--- src/rtl/game_sequencer_pkg.sv ---
// rtl/game_sequencer_pkg.sv - shared state encodings and LFSR constants for the game sequencer
package game_sequencer_pkg;

  typedef enum logic [1:0] {
    GS_IDLE  = 2'd0,
    GS_RUN   = 2'd1,
    GS_PAUSE = 2'd2,
    GS_OVER  = 2'd3
  } gs_state_t;

  localparam int          GS_SCORE_W   = 14;
  // Fibonacci taps 16,14,13,11 map to register bits 15,13,12,10
  localparam logic [15:0] GS_LFSR_TAPS = 16'hB400;
  localparam logic [15:0] GS_LFSR_SEED = 16'hACE1;

  function automatic logic [15:0] gs_lfsr_next(input logic [15:0] q);
    return {q[14:0], ^(q & GS_LFSR_TAPS)};
  endfunction

endpackage

--- src/rtl/game_lfsr16.sv ---
// rtl/game_lfsr16.sv - 16-bit Fibonacci LFSR with seed load on reset and step enable
module game_lfsr16
  import game_sequencer_pkg::*;
#(
  parameter logic [15:0] SEED = GS_LFSR_SEED
) (
  input  logic        clk3,
  input  logic        reset,
  input  logic        en,
  output logic [15:0] q
);

  always_ff @(posedge clk3) begin
    if (!reset) begin
      q <= SEED;
    end else if (en) begin
      q <= gs_lfsr_next(q);
    end
  end

endmodule

--- src/rtl/game_sequencer.sv ---
// rtl/game_sequencer.sv - IDLE/RUN/PAUSE/OVER game flow, spawn scheduling and scoring
module game_sequencer
  import game_sequencer_pkg::*;
#(
  parameter int          SCORE_W    = GS_SCORE_W,
  parameter int          SCORE_DIV  = 6,
  parameter int          SPAWN_MIN  = 40,
  parameter int          SPAWN_MASK = 63,
  parameter int          OVER_HOLD  = 60,
  parameter logic [15:0] LFSR_SEED  = GS_LFSR_SEED
) (
  input  logic               clk3,
  input  logic               reset,
  input  logic               jump,
  input  logic               pause_btn,
  input  logic               collide,
  output logic               pause,
  output logic               game_reset,
  output logic               spawn,
  output logic [1:0]         spawn_kind,
  output logic [SCORE_W-1:0] score,
  output logic [1:0]         state
);

  localparam int CD_W   = $clog2(SPAWN_MIN + SPAWN_MASK + 1);
  localparam int DIV_W  = $clog2(SCORE_DIV + 1);
  localparam int HOLD_W = $clog2(OVER_HOLD + 1);

  gs_state_t         state_q, state_d;
  logic              start;
  logic              jump_q, pause_q;
  logic [CD_W-1:0]   cd;
  logic [DIV_W-1:0]  div;
  logic [HOLD_W-1:0] hold;
  logic [15:0]       lfsr;

  wire jump_press  = jump_q & ~jump;
  wire pause_press = pause_q & ~pause_btn;

  game_lfsr16 #(.SEED(LFSR_SEED)) u_lfsr (
    .clk3  (clk3),
    .reset (reset),
    .en    (1'b1),
    .q     (lfsr)
  );

  always_ff @(posedge clk3) begin
    if (!reset) state_q <= GS_IDLE;
    else        state_q <= state_d;
  end

  // start marks entry into RUN from IDLE or OVER; it drives the restart pulse
  always_comb begin
    state_d = state_q;
    start   = 1'b0;
    case (state_q)
      GS_IDLE: if (jump_press) begin
        state_d = GS_RUN;
        start   = 1'b1;
      end
      GS_RUN: begin
        if (collide)          state_d = GS_OVER;
        else if (pause_press) state_d = GS_PAUSE;
      end
      GS_PAUSE: if (pause_press) state_d = GS_RUN;
      GS_OVER: if (jump_press && hold == HOLD_W'(OVER_HOLD)) begin
        state_d = GS_RUN;
        start   = 1'b1;
      end
      default: state_d = GS_IDLE;
    endcase
  end

  always_ff @(posedge clk3) begin
    if (!reset) begin
      score      <= '0;
      spawn      <= 1'b0;
      spawn_kind <= 2'd0;
      game_reset <= 1'b0;
      cd         <= CD_W'(SPAWN_MIN);
      div        <= '0;
      hold       <= '0;
      jump_q     <= 1'b1;
      pause_q    <= 1'b1;
    end else begin
      jump_q     <= jump;
      pause_q    <= pause_btn;
      game_reset <= ~start;
      spawn      <= 1'b0;
      if (start) begin
        score <= '0;
        div   <= '0;
        cd    <= CD_W'(SPAWN_MIN);
      end else if (state_q == GS_RUN) begin
        if (div == DIV_W'(SCORE_DIV - 1)) begin
          div <= '0;
          if (score != '1) score <= score + 1'b1;
        end else begin
          div <= div + 1'b1;
        end
        if (cd == '0) begin
          spawn      <= 1'b1;
          spawn_kind <= lfsr[1:0];
          cd         <= CD_W'(SPAWN_MIN) + CD_W'(lfsr & 16'(SPAWN_MASK));
        end else begin
          cd <= cd - 1'b1;
        end
      end
      if (state_q == GS_RUN && collide)                         hold <= '0;
      else if (state_q == GS_OVER && hold != HOLD_W'(OVER_HOLD)) hold <= hold + 1'b1;
    end
  end

  assign pause = (state_q != GS_RUN);
  assign state = state_q;

endmodule

--- config.mk ---
export PLATFORM = sky130hd
export DESIGN_NAME = game_sequencer
export DESIGN_NICKNAME = d
export VERILOG_FILES = /design/src/rtl/game_sequencer_pkg.sv /design/src/rtl/game_lfsr16.sv /design/src/rtl/game_sequencer.sv
export SDC_FILE = /design/constraint.sdc
export NUM_CORES = 1
export LEC_CHECK = 0
export ABC_CLOCK_PERIOD_IN_PS = 2300
export CORE_ASPECT_RATIO = 0.7
export CORE_MARGIN = 5
export CORE_UTILIZATION = 40
export DETAILED_ROUTE_END_ITERATION = 6
export PLACE_DENSITY_LB_ADDON = 0.12
export SLEW_MARGIN = 0
export SYNTH_ARGS = -nofsm -noshare
export SYNTH_HDL_FRONTEND = slang
export SYNTH_SLANG_ARGS = --single-unit
--- constraint.sdc ---
create_clock -name clk3 -period 2.3 [get_ports clk3]
set_clock_uncertainty 0.2 [all_clocks]
set_input_delay 0.23 -clock clk3 [delete_from_list [all_inputs] [get_ports clk3]]
set_output_delay 0.23 -clock clk3 [all_outputs]
set_load 0.01 [all_outputs]
# Word level (Yosys, flattened, before mapping)
# Cells that the tools add are included.
# classes
n_reduce_logical	12
eq_ne	12
add_sub_neg	5
muxes	12
n_bitwise	7
# ops
op	count
$reduce_xor A16 Y1	1
$add A14 B1 Y14 const B	1
$ne A14 B14 Y1 const B	1
$mux W2	5
$pmux W2 S4	1
$add A6 B6 Y7 const A	1
$logic_not A7 Y1	1
$mux W7	1
$sub A7 B1 Y7 const B	1
$add A6 B1 Y6 const B	1
$eq A6 B6 Y1 const B	1
$ne A2 B2 Y1 const B	3
$ne A6 B6 Y1 const B	1
$reduce_and A3 Y1	2
$not A1 Y1	5
$eq A2 B2 Y1 const B	2
$reduce_and A4 Y1	1
$reduce_or A2 Y1	2
$add A3 B1 Y3 const B	1
$eq A3 B3 Y1 const B	1
$logic_and A1 B1 Y1	3
$mux W1	3
$mux W3	1
$ne A3 B3 Y1 const B	1
6 further kinds	7
# word_totals
register_bits	54
out_inout_bits	21
word_cells	59
inputBits	5

# Longest topological paths before layout
# logic_depth
word_depth	7
ltp_mapped	8
mapped_depth_nobuf	6

# By module
# A second synthesis with hierarchy kept.
# unflattened
cells_unflattened	289
area_unflattened_um2	2638.8
# modules_own_cells
mod	cells_per_inst	area_each_um2	seq_area_each_um2	n_inst
game_sequencer	235	2008.2	760.7	1
game_lfsr16	54	630.6	320.3	1

# Least setup slack after synthesis
# Ideal clock, no wire load.
# synth_path
path_type	register to register
start	reg state_q[0], in the netlist state[0]
end	reg score[9]
slack_ns	0.130
period_less_slack_ns	2.170
path_stages_with_launch	8
required_time_ns	2.033
arrival_ns	1.903
path_cell_list	dfxtp_1 ha_1 buf_6 and4b_4 nand4_4 buf_6 or4_4 a21oi_2
# synth_between
elab_chain_len	3
elab_cells_between_ends	6
cone_classes	eq/ne (2); mux (1); reduce/logical (3)
# synth_rtl
item	line_no	rtl
start: declaration	game_sequencer.sv:29	gs_state_t state_q, state_d;
start signal: assignment	game_sequencer.sv:49	else state_q <= state_d;
$eq A2 B2 Y1 / $logic_not A2 Y1 (equally long branches)	game_sequencer.sv:56	case (state_q)
$pmux W1 S2	game_sequencer.sv:56	
$reduce_or A2 Y1 (no line)	n/a	
end signal: assignment	game_sequencer.sv:97	if (score != '1) score <= score + 1'b1;
end: declaration	game_sequencer.sv:21	output logic [SCORE_W-1:0] score,
# Several ways; a longest one is shown, not always the timed one.
# A chain may end at the register's enable or synchronous reset.

# Worst setup path after layout
# layout_path
start	reg state_q[1], in the netlist state[1]
end	reg score[10]
# The elaborated chain is that of the path after synthesis.

==> results by group <==
Run status
  – Outcome: finished clean

Clock network
  – Clk slew on worst S/H paths: between 0.1 and 0.15 ns
  – H-tree levels: 2
  – CTS buffer count: 5
  – Root Driver: clkbuf_8
  – Post-CTS Setup Inserts: 0
  – CTS Buffer Depth: 2
  – CTS sink count: 54
  – Hold buffers post-CTS: 0
  – Clk Latency, worst-skew pair: around 0.32 ns
  – Post_cts resized: 2
  – CTS tree: built

Final layout
  – Post-route insts no fill: 383
  – Antenna cells: 0
  – Commonest non-fill, non-tap cell in the layout: dfxtp_1
  – Layout cell share with drive strength beyond 1: roughly 9%
  – Area Growth Syn to Fin: 18.67%
  – Most frequent cells in the layout: dfxtp_1 (53), clkdlybuf4s50_1 (24), a21oi_1 (19), nand2_1 (17), nor2_1 (17)
  – Final #Nets: 320

Timing
  – Crit path time final: 2.112 ns
  – Setup TNS: 0 ns
  – Setup-failing EPs final: 0
  – Slew Viols, Final: 0
  – Least-Margin Pin Slew: 0.5387 ns
  – RSZ-0062 raised after global routing: no
  – Crit share post-route: 91.82%
  – Slew HR: ~64%
  – Fmax: around 0.47 GHz
  – Hold slack final: 0.2233 ns
  – Fin. Hold Viols: 0

Placed design
  – PortBufs: 25
  – DP HPWL: 3.859 mm
  – Post-Place Cells: 375
  – Routability cong.: between 0.8 and 0.9

Critical path
  – Crit end category: flip-flop
  – Startpoint types: flip-flop
  – Internal reg-to-reg setup slack: around 0.19 ns
  – RR Startpoint: state[1]$_SDFFE_PN0P_
  – Critical path class: reg2reg
  – Worst endpoint required time: 2.36 ns
  – CP Max Fanout: 8
  – Arrival @ worst endpoint: 2.17 ns
  – Reg2Reg Depth: 6
  – Reg2reg end: score[10]$_SDFFE_PP0P_

Logic synthesis
  – Net Count, Synth: 289
  – Most used flip-flop cell after synthesis: dfxtp_1
  – Post-Syn Area: 0.002494 sq mm
  – Number of enable flip-flop cells after synthesis: 0
  – Seq/Total Area, Yosys: 43.35%
  – Register bit total from synthesis: 54
  – Mean area per synthesized cell: slightly above 9 sq um
  – FFs w/ async S/R, synth: 0%
  – Syn. warnings: 0
  – Post-synth cell types: 52
  – Syn Inst Count: roughly 270

Hold path
  – HP Start: u_lfsr.q[14]$_SDFF_PN0_
  – Hold endpoint: u_lfsr.q[15]$_SDFF_PN1_
  – Hold depth: 1
  – Worst Hold Class: reg2reg

Job
  – MaxCap Viol Count: 0

Die
  – DIE HEIGHT: between 70 and 80 um
  – Std-Cell Rows: 24
  – Starting Density: 40.51%
  – Die X: 104.4 um
  – DIE AREA: 0.007938 sq mm
  – Ports: 26
  – Total core area: 0.006156 sq mm

Route
  – Drt drc: 0
  – Router iterations before antenna repair: 6
  – Avg Vias per Cell: 5.282
  – Iter 0 DRT Violations: 85
  – Vias post-DR: 2023
  – Final ANT Viol Nets: 0
  – DRT Wirelength: 5.281 mm
  – Routed len/inst: 13.79 um

Power
  – Lkg Pwr: 1.067 nW
  – Power per cell area: about 820 mW/mm^2
  – Final Power: 2.417 mW
  – Max IR drop VDD: ~520 uV

Global route
  – Grt total ovfl: 0
  – Global-route wire length before repair: 9.480 mm
  – Vias in the first global route: 1969
  – Initial antenna violation count: 0
  – Largest net degree at the start of global routing: 23
  – Total GRT Usage: about 14%
synth_stat cells, drive strengths merged, types with 8 or more instances:
cell | count | area (sq um)
nand2 | 17 | 63.81
o31ai | 8 | 60.06
inv | 13 | 48.80
nor2 | 17 | 63.81
nand3 | 14 | 70.07
a21oi | 20 | 103.9
dfxtp | 54 | 1081
and2 | 10 | 62.56
nand2b | 11 | 68.82
ha | 11 | 137.6
or4 | 10 | 78.82
o21ai | 11 | 55.05
where the power goes:
group | leakage, nW | switching (mW) | internal [mW] | total, mW
registers | 0.442 | 0.105 | 1.03 | 1.14
logic | 0.576 | 0.394 | 0.324 | 0.719
clock network | 0.0489 | 0.338 | 0.221 | 0.559
metrics by stage:
step	cell area (sq um)	util, %	setup slack, ns
2_1_floorplan	2494	-	0.1298
3_3_place_gp	2868	46.59	0.2384
3_5_place_dp	2868	46.59	0.1798
4_1_cts	2959	48.07	0.1814
5_1_grt	2959	48.07	0.03606
6_report	2959	48.07	0.1882
final cells by class:
class	instances	area (sq um)
fill	590	3197
clock inverter	3	22.52
tap	78	97.59
timing repair buffer	34	329.1
inverter	13	48.80
clock buffer	5	68.82
multi-input combinational	196	1310
sequential	54	1082
metal layers:
metal  share of wire (%)  vias to the layer above  GRT usage, %
li1                    -                     1044             -
met2                  40                       29         18.77
met5                   0                        -             0
met1                  54                      942         21.74
met4                 1.3                        0         4.398
met3                 4.3                        8         3.302
logic make-up after synthesis:
| logic type | Yosys count | synth area share, % |
|---|---|---|
| AOI/OAI and AO/OA | 60 | 15.91 |
| buffers and inverters | 23 | 4.365 |
| DFF | 54 | 43.35 |
| and+or+nand+nor | 110 | 25.34 |
| adders and majority gates | 11 | 5.519 |
| muxes | 5 | 2.007 |
| xor gates and xnor gates | 10 | 3.513 |
state kept, by name (all words and copies together) (netlist names):
signal	flops
u_lfsr.q	16
score	14
cd	7
hold	6
div	3
spawn_kind	2
state	2
game_reset	1
jump_q	1
pause_q	1
spawn	1
worst max-delay path by stage:
| stage | cells after the start | end | start | slack (ns) |
|---|---|---|---|---|
| after floorplan | 7 | score[9]$_SDFFE_PP0P_ | state[0]$_SDFFE_PN0P_ | 0.13 |
| after global placement | 6 | score[4]$_SDFFE_PP0P_ | score[0]$_SDFFE_PP0P_ | 0.24 |
| after detailed placement | 6 | score[10]$_SDFFE_PP0P_ | state[1]$_SDFFE_PN0P_ | 0.18 |
| after CTS | 6 | score[10]$_SDFFE_PP0P_ | state[1]$_SDFFE_PN0P_ | 0.18 |
| after global routing | 6 | score[10]$_SDFFE_PP0P_ | state[1]$_SDFFE_PN0P_ | 0.04 |
| final | 6 | score[10]$_SDFFE_PP0P_ | state[1]$_SDFFE_PN0P_ | 0.19 |
worst max-delay path, stage by stage, from the launching register on:
cell and delay [ns]:
dfxtp_2 0.36, inv_1 0.12, ha_1 0.19, and4b_4 0.29, nand3_1 0.23, or4_1 0.53
a21oi_1 0.15
Note: power is estimated with default switching activity, not from simulation.
